--- src/rtl/decode_3to8_hs.sv ---
// decode_3to8_hs: registered 3-to-8 one-hot decoder behind a 2-entry valid/ready FIFO.
//   clk, rst          : clock and synchronous active-high reset
//   in_valid/in_ready : upstream handshake carrying {in_none, in_code}
//   out_valid/out_ready: downstream handshake carrying {out_none, out_onehot}
//   dec_count         : wrapping count of popped beats with none=0
//   Build option DEC_HOLD_EN: keep the last popped beat on out_* while out_valid=0.
module decode_3to8_hs #(
  parameter int IN_W = 3,
  parameter int CNT_W = 16,
  localparam int OUT_W = 2 ** IN_W
) (
  input  logic             clk,
  input  logic             rst,
  input  logic             in_valid,
  output logic             in_ready,
  input  logic [IN_W-1:0]  in_code,
  input  logic             in_none,
  output logic             out_valid,
  input  logic             out_ready,
  output logic [OUT_W-1:0] out_onehot,
  output logic             out_none,
  output logic [CNT_W-1:0] dec_count
);
  typedef enum logic [1:0] {EMPTY, ONE, FULL} state_t;
  state_t state_q, state_d;
  logic [IN_W:0] mem_q [2];
  logic [IN_W:0] mem_d [2];
  logic wr_ptr_q, wr_ptr_d, rd_ptr_q, rd_ptr_d;
  logic [CNT_W-1:0] cnt_q, cnt_d;
  logic push, pop;
  logic [IN_W:0] head;
  logic [OUT_W-1:0] head_onehot;
  always_ff @(posedge clk) begin
    if (rst) state_q <= EMPTY;
    else state_q <= state_d;
  end
  always_comb begin
    state_d = (state_q == EMPTY) ? (push ? ONE : EMPTY) :
              (state_q == ONE)   ? ((push && !pop) ? FULL : (pop && !push) ? EMPTY : ONE) :
                                   (pop ? ONE : FULL);
  end
  always_comb begin
    in_ready  = state_q != FULL;
    out_valid = state_q != EMPTY;
  end
  assign push = in_valid & in_ready;
  assign pop = out_valid & out_ready;
  assign head = mem_q[rd_ptr_q];
  assign head_onehot = head[IN_W] ? '0 : OUT_W'(1) << head[IN_W-1:0];
  always_comb begin
    mem_d = mem_q;
    if (push) mem_d[wr_ptr_q] = {in_none, in_code};
    wr_ptr_d = wr_ptr_q ^ push;
    rd_ptr_d = rd_ptr_q ^ pop;
    cnt_d = cnt_q + CNT_W'(pop & ~head[IN_W]);
  end
  always_ff @(posedge clk) begin
    if (rst) begin
      mem_q[0] <= '0;
      mem_q[1] <= '0;
      wr_ptr_q <= 1'b0;
      rd_ptr_q <= 1'b0;
      cnt_q <= '0;
    end else begin
      mem_q <= mem_d;
      wr_ptr_q <= wr_ptr_d;
      rd_ptr_q <= rd_ptr_d;
      cnt_q <= cnt_d;
    end
  end
  assign dec_count = cnt_q;
`ifdef DEC_HOLD_EN
  logic [OUT_W-1:0] last_onehot_q, last_onehot_d;
  logic last_none_q, last_none_d;
  always_comb begin
    last_onehot_d = pop ? head_onehot : last_onehot_q;
    last_none_d = pop ? head[IN_W] : last_none_q;
  end
  always_ff @(posedge clk) begin
    if (rst) begin
      last_onehot_q <= '0;
      last_none_q <= 1'b0;
    end else begin
      last_onehot_q <= last_onehot_d;
      last_none_q <= last_none_d;
    end
  end
  assign out_onehot = out_valid ? head_onehot : last_onehot_q;
  assign out_none = out_valid ? head[IN_W] : last_none_q;
`else
  assign out_onehot = out_valid ? head_onehot : '0;
  assign out_none = out_valid & head[IN_W];
`endif
endmodule

--- config.mk ---
export PLATFORM = sky130hd
export DESIGN_NAME = decode_3to8_hs
export DESIGN_NICKNAME = d
export VERILOG_FILES = /design/src/rtl/decode_3to8_hs.sv
export SDC_FILE = /design/constraint.sdc
export NUM_CORES = 1
export LEC_CHECK = 0
export CORE_ASPECT_RATIO = 0.6
export CORE_MARGIN = 4
export CORE_UTILIZATION = 51
export CTS_CLUSTER_SIZE = 8
export DETAILED_ROUTE_END_ITERATION = 16
export GPL_TIMING_DRIVEN = 1
export HOLD_SLACK_MARGIN = 0.03
export PLACE_DENSITY = 0.81
export SETUP_SLACK_MARGIN = 0.05
export SKIP_LAST_GASP = 1
export SLEW_MARGIN = 0
export SYNTH_ARGS = -nofsm -noshare
export SYNTH_HDL_FRONTEND = slang
export SYNTH_SLANG_ARGS = --single-unit
--- constraint.sdc ---
create_clock -name clk -period 4.11 [get_ports clk]
set_clock_uncertainty 0.15 [all_clocks]
set_input_delay 0.822 -clock clk [delete_from_list [all_inputs] [get_ports clk]]
set_output_delay 0.822 -clock clk [all_outputs]
set_load 0.1 [all_outputs]
==> summary.md, run 1 <==
| Metric | Value |
|---|---|
| Status | `finished clean` |
| Slew Limit Fails | `0` |
| Pleak | `0.668 nW` |
| Highest Clock Rate | `330 MHz` |
| Layout cells sized above 1 | `11.7%` |
| Max Fanout on Critical Path | `11` |
| Final critical-path required period | `3.03 ns` |
| Cells after Synth | `156` |
| Seq cells post-synth | `28` |
| PortBufs | `34` |
| GPL Wtd Cong | `0.818` |
| Pre-CTS setup slack | `1.13 ns` |
| Worst hold start | `mem_q[2]` |
| Final HPWL DP | `2290 um` |
| Final Util | `70.1%` |
| Critical Path RT | `approximately 3.1 ns` |
| CTS tree | `yes` |
| Pwr dens | `356 nW/um^2` |
| Grt ovf | `0` |
| Antenna viol nets, final | `0` |
| Largest net degree at the start of global routing | `29` |
| Finished Cell Area | `1770 sq um` |
| Drt initial violations | `36` |
| DR pass1 iterations | `4` |
| Period utilisation layout | `between 70 and 80%` |
| Most common cell after layout, fill and taps aside | `nor2_1` |
| Synth Area in Compound Gates | `between 4 and 5%` |
| FF-to-FF Start | `rd_ptr_q` |
| Die Span Y | `48.0 um` |
| Worst-Skew Late Latency | `0.27 ns` |
| Setup violations, final | `0` |
| # placed instances | `216` |
| Worst Hold Class | `reg2reg` |
| Syn Area/Cell | `roughly 8.7 sq um` |
| Most frequent cells in the layout | `nor2_1, dfxtp_1, clkdlybuf4s50_1, mux2i_1` |
| Final WS setup | `1.08 ns` |
| Worst Setup End Kind | `output pin` |
| Adder-Cell Fraction of Synth Area | `5.51%` |
| Cell area after synthesis | `about 1400 sq um` |
| Synthesis-to-layout area growth | `29.8%` |
| Setup bufs post-CTS | `0` |
| Max-slew headroom | `between 30% and 40%` |
| Layout net count | `around 200` |
| N_diodes | `0` |
| Drt total wl | `2960 um` |
| Placed instance area | `1700 sq um` |
| Antenna violations before repair | `0` |
| Global Route Usage Sum | `17.3%` |
| Vias in the first global route | `1012` |
| Core box area | `2520 sq um` |
| Register area share after synthesis | `41.1%` |
| Drt wl/cell | `13.5 um` |
| Worst-path clk slew | `0.09 ns` |
| X dimension of the die | `74.7 um` |
| H-tree depth | `1` |
| CP startpoint kind | `register` |
| # hold bufs at CTS | `0` |
| Maximum clock path buffer count | `2` |
| DR vias/cell | `between 5 and 6` |
| Design Power | `630 uW` |
| Vias | `1168` |
| XOR/XNOR Fraction of Synth Area | `7.71%` |
| Non-filler instance count after layout | `220` |
| Yosys cell types | `29` |
| Crit Path Category | `reg2out` |
| Max Cap Violations | `0` |
| Clk sinks | `28` |
| Final setup TNS | `0 ns` |
| Final Hold Viols | `0` |
| First-pass GRT wire length | `4680 um` |
| Ports | `35` |
| Critical Path AT | `2.06 ns` |
| Full die area | `between 3000 and 4000 sq um` |
| Clock root cell | `clkbuf_8` |
| Largest family of logic cells by synthesized area | `simple AND/OR/NAND/NOR gates` |
| # resized after CTS | `0` |
| Worst slew pin tran | `around 1 ns` |
| Synthesized net count | `170` |
| Initial Util | `54.0%` |
| WHS | `0.358 ns` |
| RSZ-0062 raised after global routing | `false` |
| VDD IR max | `between 0.0003 and 0.0004 V` |
| Post-Synth Simple-Gate Area | `28.2%` |
| # rows | `14` |
| # DRC | `0` |
| TritonCTS Buffers | `3` |
| Post-synthesis mux area share | `9.00%` |
| Yosys warning count | `0` |
| Crit path launch | `rd_ptr_q` |
[power breakdown]
part | internal, mW | switching (mW)
sequential | 0.282 | 0.0123
clock | 0.130 | 0.0854
combinational | 0.0384 | 0.0814
[path summary, 6_finish.rpt]
kind / slack [ns] / end / cells after the start
min reg2reg: 0.36 / mem_q[2] / 2
max: 1.08 / out_onehot[4] / 5
min: 0.36 / mem_q[2] / 2
max reg2reg: 1.24 / dec_count[14] / 9
[layout make-up]
cell class	instances	area, sq um
clock inverter	1	30.0
timing repair buffer	34	318
sequential	28	561
multi-input combinational	115	752
inverter	7	26.3
fill	189	754
clock buffer	3	41.3
tap	32	40.0
[flip-flops by register name (all words and copies together) (netlist names)]
register and flops:
dec_count 16, mem_q 8, state_q 2, rd_ptr_q 1
wr_ptr_q 1
[critical path, cell delays in order, from the launching register on]
cell     delay, ns
dfxtp_1       0.58
mux2i_1       0.37
nor2b_1       0.25
nand2_1       0.15
nor2_1        0.14
buf_4         0.30
[cells in the mapped netlist, drive strengths merged]
library cell	number	area, sq um
nand4	3	31.3
nor4	3	37.5
nand3	6	35.0
or3	2	12.5
clkbuf	4	15.0
nor2b	3	18.8
a21oi	3	15.0
nor2	34	128
dfxtp	28	561
o211a	1	10.0
nand3b	2	15.0
xor2	3	26.3
nor3b	2	15.0
nand2	8	30.0
and2	2	12.5
xnor2	9	78.8
a31oi	4	25.0
buf	2	8.75
nand2b	2	12.5
mux2i	10	100
ha	6	75.1
nor3	6	30.0
o21ai	3	15.0
inv	7	26.3
or2	1	6.26
mux2	2	22.5
[kinds of logic (layout without fill, tap and decap cells)]
kind of cell | count (synthesis) | count (layout)
xor gates and xnor gates | 12 | 12
adders and majority gates | 6 | 6
AOI/OAI and AO/OA | 11 | 11
muxes | 12 | 12
and+or+nand+nor | 74 | 74
buffers and inverters | 13 | 45
DFF | 28 | 28
[routing by layer]
metal	routed length (um)	track usage [%]	up-vias
met4	6	2.13	0
met1	1500	24.8	550
li1	-	-	586
met3	156	4.82	2
met2	1300	26.7	30
met5	0	0	-
Power figures use the tool's default switching activity.
==> run 2: changes to the inputs <==
Settings changed: CORE_UTILIZATION 51 to 48, PLACE_DENSITY 0.81 to 0.77.
Clock period 4.11 ns to 3.15 ns, I/O delays scaled along.
==> run 2 against run 1 <==
Die area increased by 5.4%. First-iteration DRC count increased to 2.5 times the previous value. Hold slack got worse by 0.015 ns. Setup slack got worse by 0.55 ns. Utilization decreased by 3.2 points. Largest power group unchanged. Register-to-register slack got worse by 0.59 ns. Total power increased by 17%.
==> summary.md, run 2 (synthesized netlist as in run 1, its figures left out) <==
| Metric | Value |
|---|---|
| Crit-path cells | `buf_4 > mux2_2 > nand3b_1 > nor2_1 > buf_4 (was mux2i_1 > nor2b_1 > nand2_1 > nor2_1 > buf_4)` |
| X dimension of the die | `76.8 um (was 74.7 um)` |
| Max Fanout on Critical Path | `10 (was 11)` |
| Die Span Y | `49.3 um (was 48.0 um)` |
| CP startpoint kind | `register (unchanged)` |
| # DRC | `0 (unchanged)` |
| CTS tree | `yes (unchanged)` |
| Drt total wl | `3160 um (was 2960 um)` |
| GPL Wtd Cong | `0.814 (was 0.818)` |
| Ports | `35 (unchanged)` |
| Final Util | `66.9% (was 70.1%)` |
| Initial Util | `52.2% (was 54.0%)` |
| Crit Path Category | `reg2out (unchanged)` |
| Most common cell after layout, fill and taps aside | `nor2_1 (unchanged)` |
| PortBufs | `34 (unchanged)` |
| Max Cap Violations | `0 (unchanged)` |
| Max-slew headroom | `78.1% (was 34.6%)` |
| Grt ovf | `0 (unchanged)` |
| WP buf/inv | `2 (was 1)` |
| Slew Limit Fails | `0 (unchanged)` |
| Finished Cell Area | `1750 sq um (was 1770 sq um)` |
| Period utilisation layout | `around 83%` |
| Critical Path AT | `1.84 ns (was 2.06 ns)` |
| Non-filler instance count after layout | `221 (was 220)` |
| Antenna viol nets, final | `0 (unchanged)` |
| TritonCTS Buffers | `3 (unchanged)` |
| VDD IR max | `0.000292 V (was 0.000356 V)` |
| Critical Path RT | `2.37 ns (was 3.14 ns)` |
| Layout net count | `205 (was 203)` |
| # rows | `14 (unchanged)` |
| Drt initial violations | `91 (was 36)` |
| DR vias/cell | `5.39 (was 5.31)` |
| Layout cells sized above 1 | `21.7% (was 11.7%)` |
| Final setup TNS | `0 ns (unchanged)` |
| # placed instances | `218 (was 216)` |
| Core box area | `2610 sq um (was 2520 sq um)` |
| Vias | `1191 (was 1168)` |
| Most frequent cells in the layout | `nor2_1, dfxtp_1, buf_4, mux2i_1, xnor2_1 (was nor2_1, dfxtp_1, clkdlybuf4s50_1, mux2i_1)` |
| Largest stage delay on the critical path | `0.37 ns (was 0.58 ns)` |
| N_diodes | `0 (unchanged)` |
| Clock root cell | `clkbuf_8 (unchanged)` |
| Drt wl/cell | `14.3 um (was 13.5 um)` |
| Top delay family on crit path | `buffers and inverters (was flip-flops)` |
| Worst slew pin tran | `0.325 ns (was 0.979 ns)` |
| Final HPWL DP | `2480 um (was 2290 um)` |
| Pwr dens | `421 nW/um^2 (was 356 nW/um^2)` |
| CP max stage cell | `dfxtp_1 (unchanged)` |
| Worst Setup End Kind | `output pin (unchanged)` |
| Largest net degree at the start of global routing | `25 (was 29)` |
| RSZ-0062 raised after global routing | `false (unchanged)` |
| Multi-input logic area | `752 sq um (unchanged)` |
| Final Hold Viols | `0 (unchanged)` |
| Global Route Usage Sum | `17.5% (was 17.3%)` |
| Clk sinks | `28 (unchanged)` |
| DR pass1 iterations | `4 (unchanged)` |
| Largest register FFs | `16 (unchanged)` |
| # resized after CTS | `0 (unchanged)` |
| Setup bufs post-CTS | `0 (unchanged)` |
| Highest Clock Rate | `382 MHz` |
| Worst-path clk slew | `0.09 ns (about the same)` |
| Register area | `561 sq um (unchanged)` |
| H-tree depth | `1 (unchanged)` |
| Vias in the first global route | `1079 (was 1012)` |
| Setup violations, final | `0 (unchanged)` |
| First-pass GRT wire length | `5310 um (was 4680 um)` |
| Final critical-path required period | `2.62 ns` |
| Placed instance area | `1700 sq um (about the same)` |
| Antenna violations before repair | `0 (unchanged)` |
| Worst-Skew Late Latency | `0.27 ns (about the same)` |
| Worst Hold Class | `reg2reg (unchanged)` |
| Full die area | `3780 sq um (was 3590 sq um)` |
| CP most frequent cell | `buf_4` |
| # hold bufs at CTS | `0 (unchanged)` |
| Maximum clock path buffer count | `2 (unchanged)` |
| Status | `finished clean (unchanged)` |
| Pleak | `0.706 nW (was 0.668 nW)` |
| # fillers | `231 (was 189)` |
| Synthesis-to-layout area growth | `28.1% (was 29.8%)` |
## run 2: final timing paths
path / from / to / slack, ns / cells past startpoint
worst max-delay path: rd_ptr_q / out_onehot[2] / 0.53 / 5
worst min-delay path: dec_count[15] / dec_count[15] / 0.34 / 2
worst max register to register: rd_ptr_q / dec_count[14] / 0.65 / 9
worst min register to register: dec_count[15] / dec_count[15] / 0.34 / 2
## run 2: metal layers
| metal | global-route usage (%) | wire length, um | up-vias |
|---|---|---|---|
| met5 | 0 | 0 | - |
| met4 | 3.61 | 30 | 0 |
| met3 | 5.54 | 154 | 4 |
| met2 | 25.4 | 1390 | 33 |
| met1 | 25.1 | 1590 | 568 |
| li1 | - | - | 586 |
## run 2: per-stage QoR
step | setup slack, ns | hold slack (ns) | power [mW]
CTS | 0.521 | 0.350 | 0.739
global route | 0.408 | 0.379 | 0.771
global placement | 0.490 | 0.312 | 0.546
finish | 0.534 | 0.344 | 0.734
floorplan | -0.248 | 0.304 | 0.508
detailed placement | 0.400 | 0.331 | 0.551
## run 2: tightest hold or removal path, stage by stage, from the launching register on
cell     delay [ns]
dfxtp_1        0.33
nand2_1        0.06
mux2i_1        0.06
## run 2: layout make-up
type / count / share of cell area (%)
Timing Repair Buffer: 36 / 18.6
Clock buffer: 3 / 2.37
Inverter: 7 / 1.51
Tap cell: 32 / 2.29
Multi-Input combinational cell: 115 / 43.1
Sequential cell: 28 / 32.1
## run 2: where the power goes
| part | switching, mW | internal, mW |
|---|---|---|
| combinational | 0.112 | 0.0526 |
| clock | 0.105 | 0.0858 |
| sequential | 0.0122 | 0.367 |
==> run 3: changes to the inputs <==
Settings changed: CORE_UTILIZATION 48 to 43, PLACE_DENSITY 0.77 to 0.73.
Clock period 3.15 ns to 2.3 ns, I/O delays scaled along.
==> run 3 against run 2 <==
Sequential power rose by 38%. Count of clock-buffer cells in the layout unchanged. Hold slack got worse by 0.011 ns. Utilization up 5.2 points. Combinational power rose by 87%. Critical endpoint is now out_onehot[0].
==> summary.md, run 3 (synthesized netlist as in run 1, its figures left out) <==
| Metric | Value |
|---|---|
| Status | `finished clean (unchanged)` |
| Drt wl/cell | `14.6 um (was 14.3 um)` |
| Max Cap Violations | `0 (unchanged)` |
| Net switching power | `358 uW (was 228 uW)` |
| PortBufs | `34 (unchanged)` |
| Pwr dens | `572 nW/um^2 (was 421 nW/um^2)` |
| Placed instance area | `1900 sq um (was 1700 sq um)` |
| Vias | `1265 (was 1191)` |
| Final Hold Viols | `0 (unchanged)` |
| Most frequent cells in the layout | `buf_4, nor2_1, dfxtp_1 (was nor2_1, dfxtp_1, buf_4, mux2i_1, xnor2_1)` |
| Vias in the first global route | `1189 (was 1079)` |
| Final setup TNS | `0 ns (unchanged)` |
| # fillers | `220 (was 231)` |
| Worst-path clk slew | `0.09 ns (about the same)` |
| Largest net degree at the start of global routing | `26 (was 25)` |
| Setup violations, final | `0 (unchanged)` |
| Logic pwr share | `25.2% (was 22.4%)` |
| Final critical-path required period | `2.28 ns` |
| Drt initial violations | `73 (was 91)` |
| RSZ-0062 raised after global routing | `true (was false)` |
| # DRC | `0 (unchanged)` |
| Worst Hold Class | `reg2reg (unchanged)` |
| Max-slew headroom | `75.1% (was 78.1%)` |
| Worst-Skew Late Latency | `0.27 ns (about the same)` |
| DR pass1 iterations | `4 (unchanged)` |
| Clk pwr share | `31.7% (was 26.0%)` |
| Slew Limit Fails | `0 (unchanged)` |
| Pre-CTS setup slack | `-0.0971 ns (was 0.400 ns)` |
| # rows | `15 (was 14)` |
| Full die area | `4160 sq um (was 3780 sq um)` |
| Finished Cell Area | `2120 sq um (was 1750 sq um)` |
| Antenna violations before repair | `0 (unchanged)` |
| Antenna viol nets, final | `0 (unchanged)` |
| Max Fanout on Critical Path | `4 (was 10)` |
| Non-filler instance count after layout | `243 (was 221)` |
| WHS | `0.333 ns (was 0.344 ns)` |
| Critical Path AT | `1.67 ns (was 1.84 ns)` |
| Layout cells sized above 1 | `39.3% (was 21.7%)` |
| Global Route Usage Sum | `17.9% (was 17.5%)` |
| CTS tree | `yes (unchanged)` |
| Highest Clock Rate | `438 MHz` |
| Clock root cell | `clkbuf_8 (unchanged)` |
| Final HPWL DP | `2720 um (was 2480 um)` |
| TritonCTS Buffers | `3 (unchanged)` |
| Ports | `35 (unchanged)` |
| Clk sinks | `28 (unchanged)` |
| DR vias/cell | `5.21 (was 5.39)` |
| Crit Path Category | `reg2out (unchanged)` |
| Pleak | `0.843 nW (was 0.706 nW)` |
| Period utilisation layout | `99.2%` |
| First-pass GRT wire length | `5610 um (was 5310 um)` |
| Maximum clock path buffer count | `2 (unchanged)` |
| CP startpoint kind | `register (unchanged)` |
| VDD IR max | `0.000301 V (was 0.000292 V)` |
| Design Power | `1.21 mW (was 734 uW)` |
| Worst Setup End Kind | `output pin (unchanged)` |
| Synthesis-to-layout area growth | `55.9% (was 28.1%)` |
| Register share of total power | `43.1% (was 51.7%)` |
| H-tree depth | `1 (unchanged)` |
| Final Util | `72.1% (was 66.9%)` |
| Die Span Y | `51.6 um (was 49.3 um)` |
| Drt total wl | `3540 um (was 3160 um)` |
| Initial Util | `46.2% (was 52.2%)` |
| Internal power | `857 uW (was 506 uW)` |
| Worst slew pin tran | `0.370 ns (was 0.325 ns)` |
| Largest register FFs | `16 (unchanged)` |
| N_diodes | `0 (unchanged)` |
| GPL Wtd Cong | `0.790 (was 0.814)` |
| X dimension of the die | `80.7 um (was 76.8 um)` |
| Final WS setup | `0.0185 ns (was 0.534 ns)` |
| Layout net count | `216 (was 205)` |
| # placed instances | `234 (was 218)` |
| Core box area | `2950 sq um (was 2610 sq um)` |
| Most common cell after layout, fill and taps aside | `buf_4 (was nor2_1)` |
| Critical Path RT | `1.69 ns (was 2.37 ns)` |
| Grt ovf | `0 (unchanged)` |
| Switch share | `29.5% (was 31.1%)` |
## run 3: path summary, 6_finish.rpt
path,startpoint,end,slack [ns],cells past startpoint
worst min-delay path,dec_count[15],dec_count[15],0.33,2
worst max register to register,rd_ptr_q,dec_count[8],0.06,8
worst min register to register,dec_count[15],dec_count[15],0.33,2
worst max-delay path,rd_ptr_q,out_onehot[0],0.02,6
## run 3: routing by layer
metal | up-vias | routed length, um | GRT usage (%)
met5 | - | 0 | 0
met2 | 45 | 1610 | 26.9
li1 | 618 | - | -
met3 | 2 | 206 | 3.98
met1 | 600 | 1700 | 25.7
met4 | 0 | 25 | 4.78
## run 3: layout make-up
type | count | area (sq um) | share of cell area [%]
multi-input cells | 115 | 916 | 43.1
flip-flops and latches | 28 | 564 | 26.6
repair buffers | 47 | 490 | 23.1
well taps | 42 | 52.6 | 2.47
clock buffers | 3 | 41.3 | 1.94
clock inverters | 1 | 30.0 | 1.41
inverters | 7 | 30.0 | 1.41
## run 3: power groups by stage
stage	Sequential [mW]	Combinational [mW]	Clock, mW
detailed placement	0.531	0.276	0
global route	0.526	0.323	0.415
floorplan	0.545	0.174	0
global placement	0.529	0.266	0
CTS	0.521	0.293	0.389
finish	0.523	0.306	0.385
## run 3: worst max-delay path, stage by stage (launching register included)
cell      delay [ns]
dfxtp_2         0.37
buf_6           0.11
mux2_4          0.31
nand3b_1        0.17
buf_6           0.15
nor2_4          0.11
buf_12          0.18
## run 3: repair_timing
| item | in CTS | in global routing |
|---|---|---|
| hold buffers | 0 | 0 |
| buffers inserted | 3 | 2 |
| gates resized for setup | 9 | 14 |
| pin swaps | 1 | 2 |
| endpoints found under the setup margin | 11 | 17 |
| endpoints found under the hold margin | 0 | 0 |
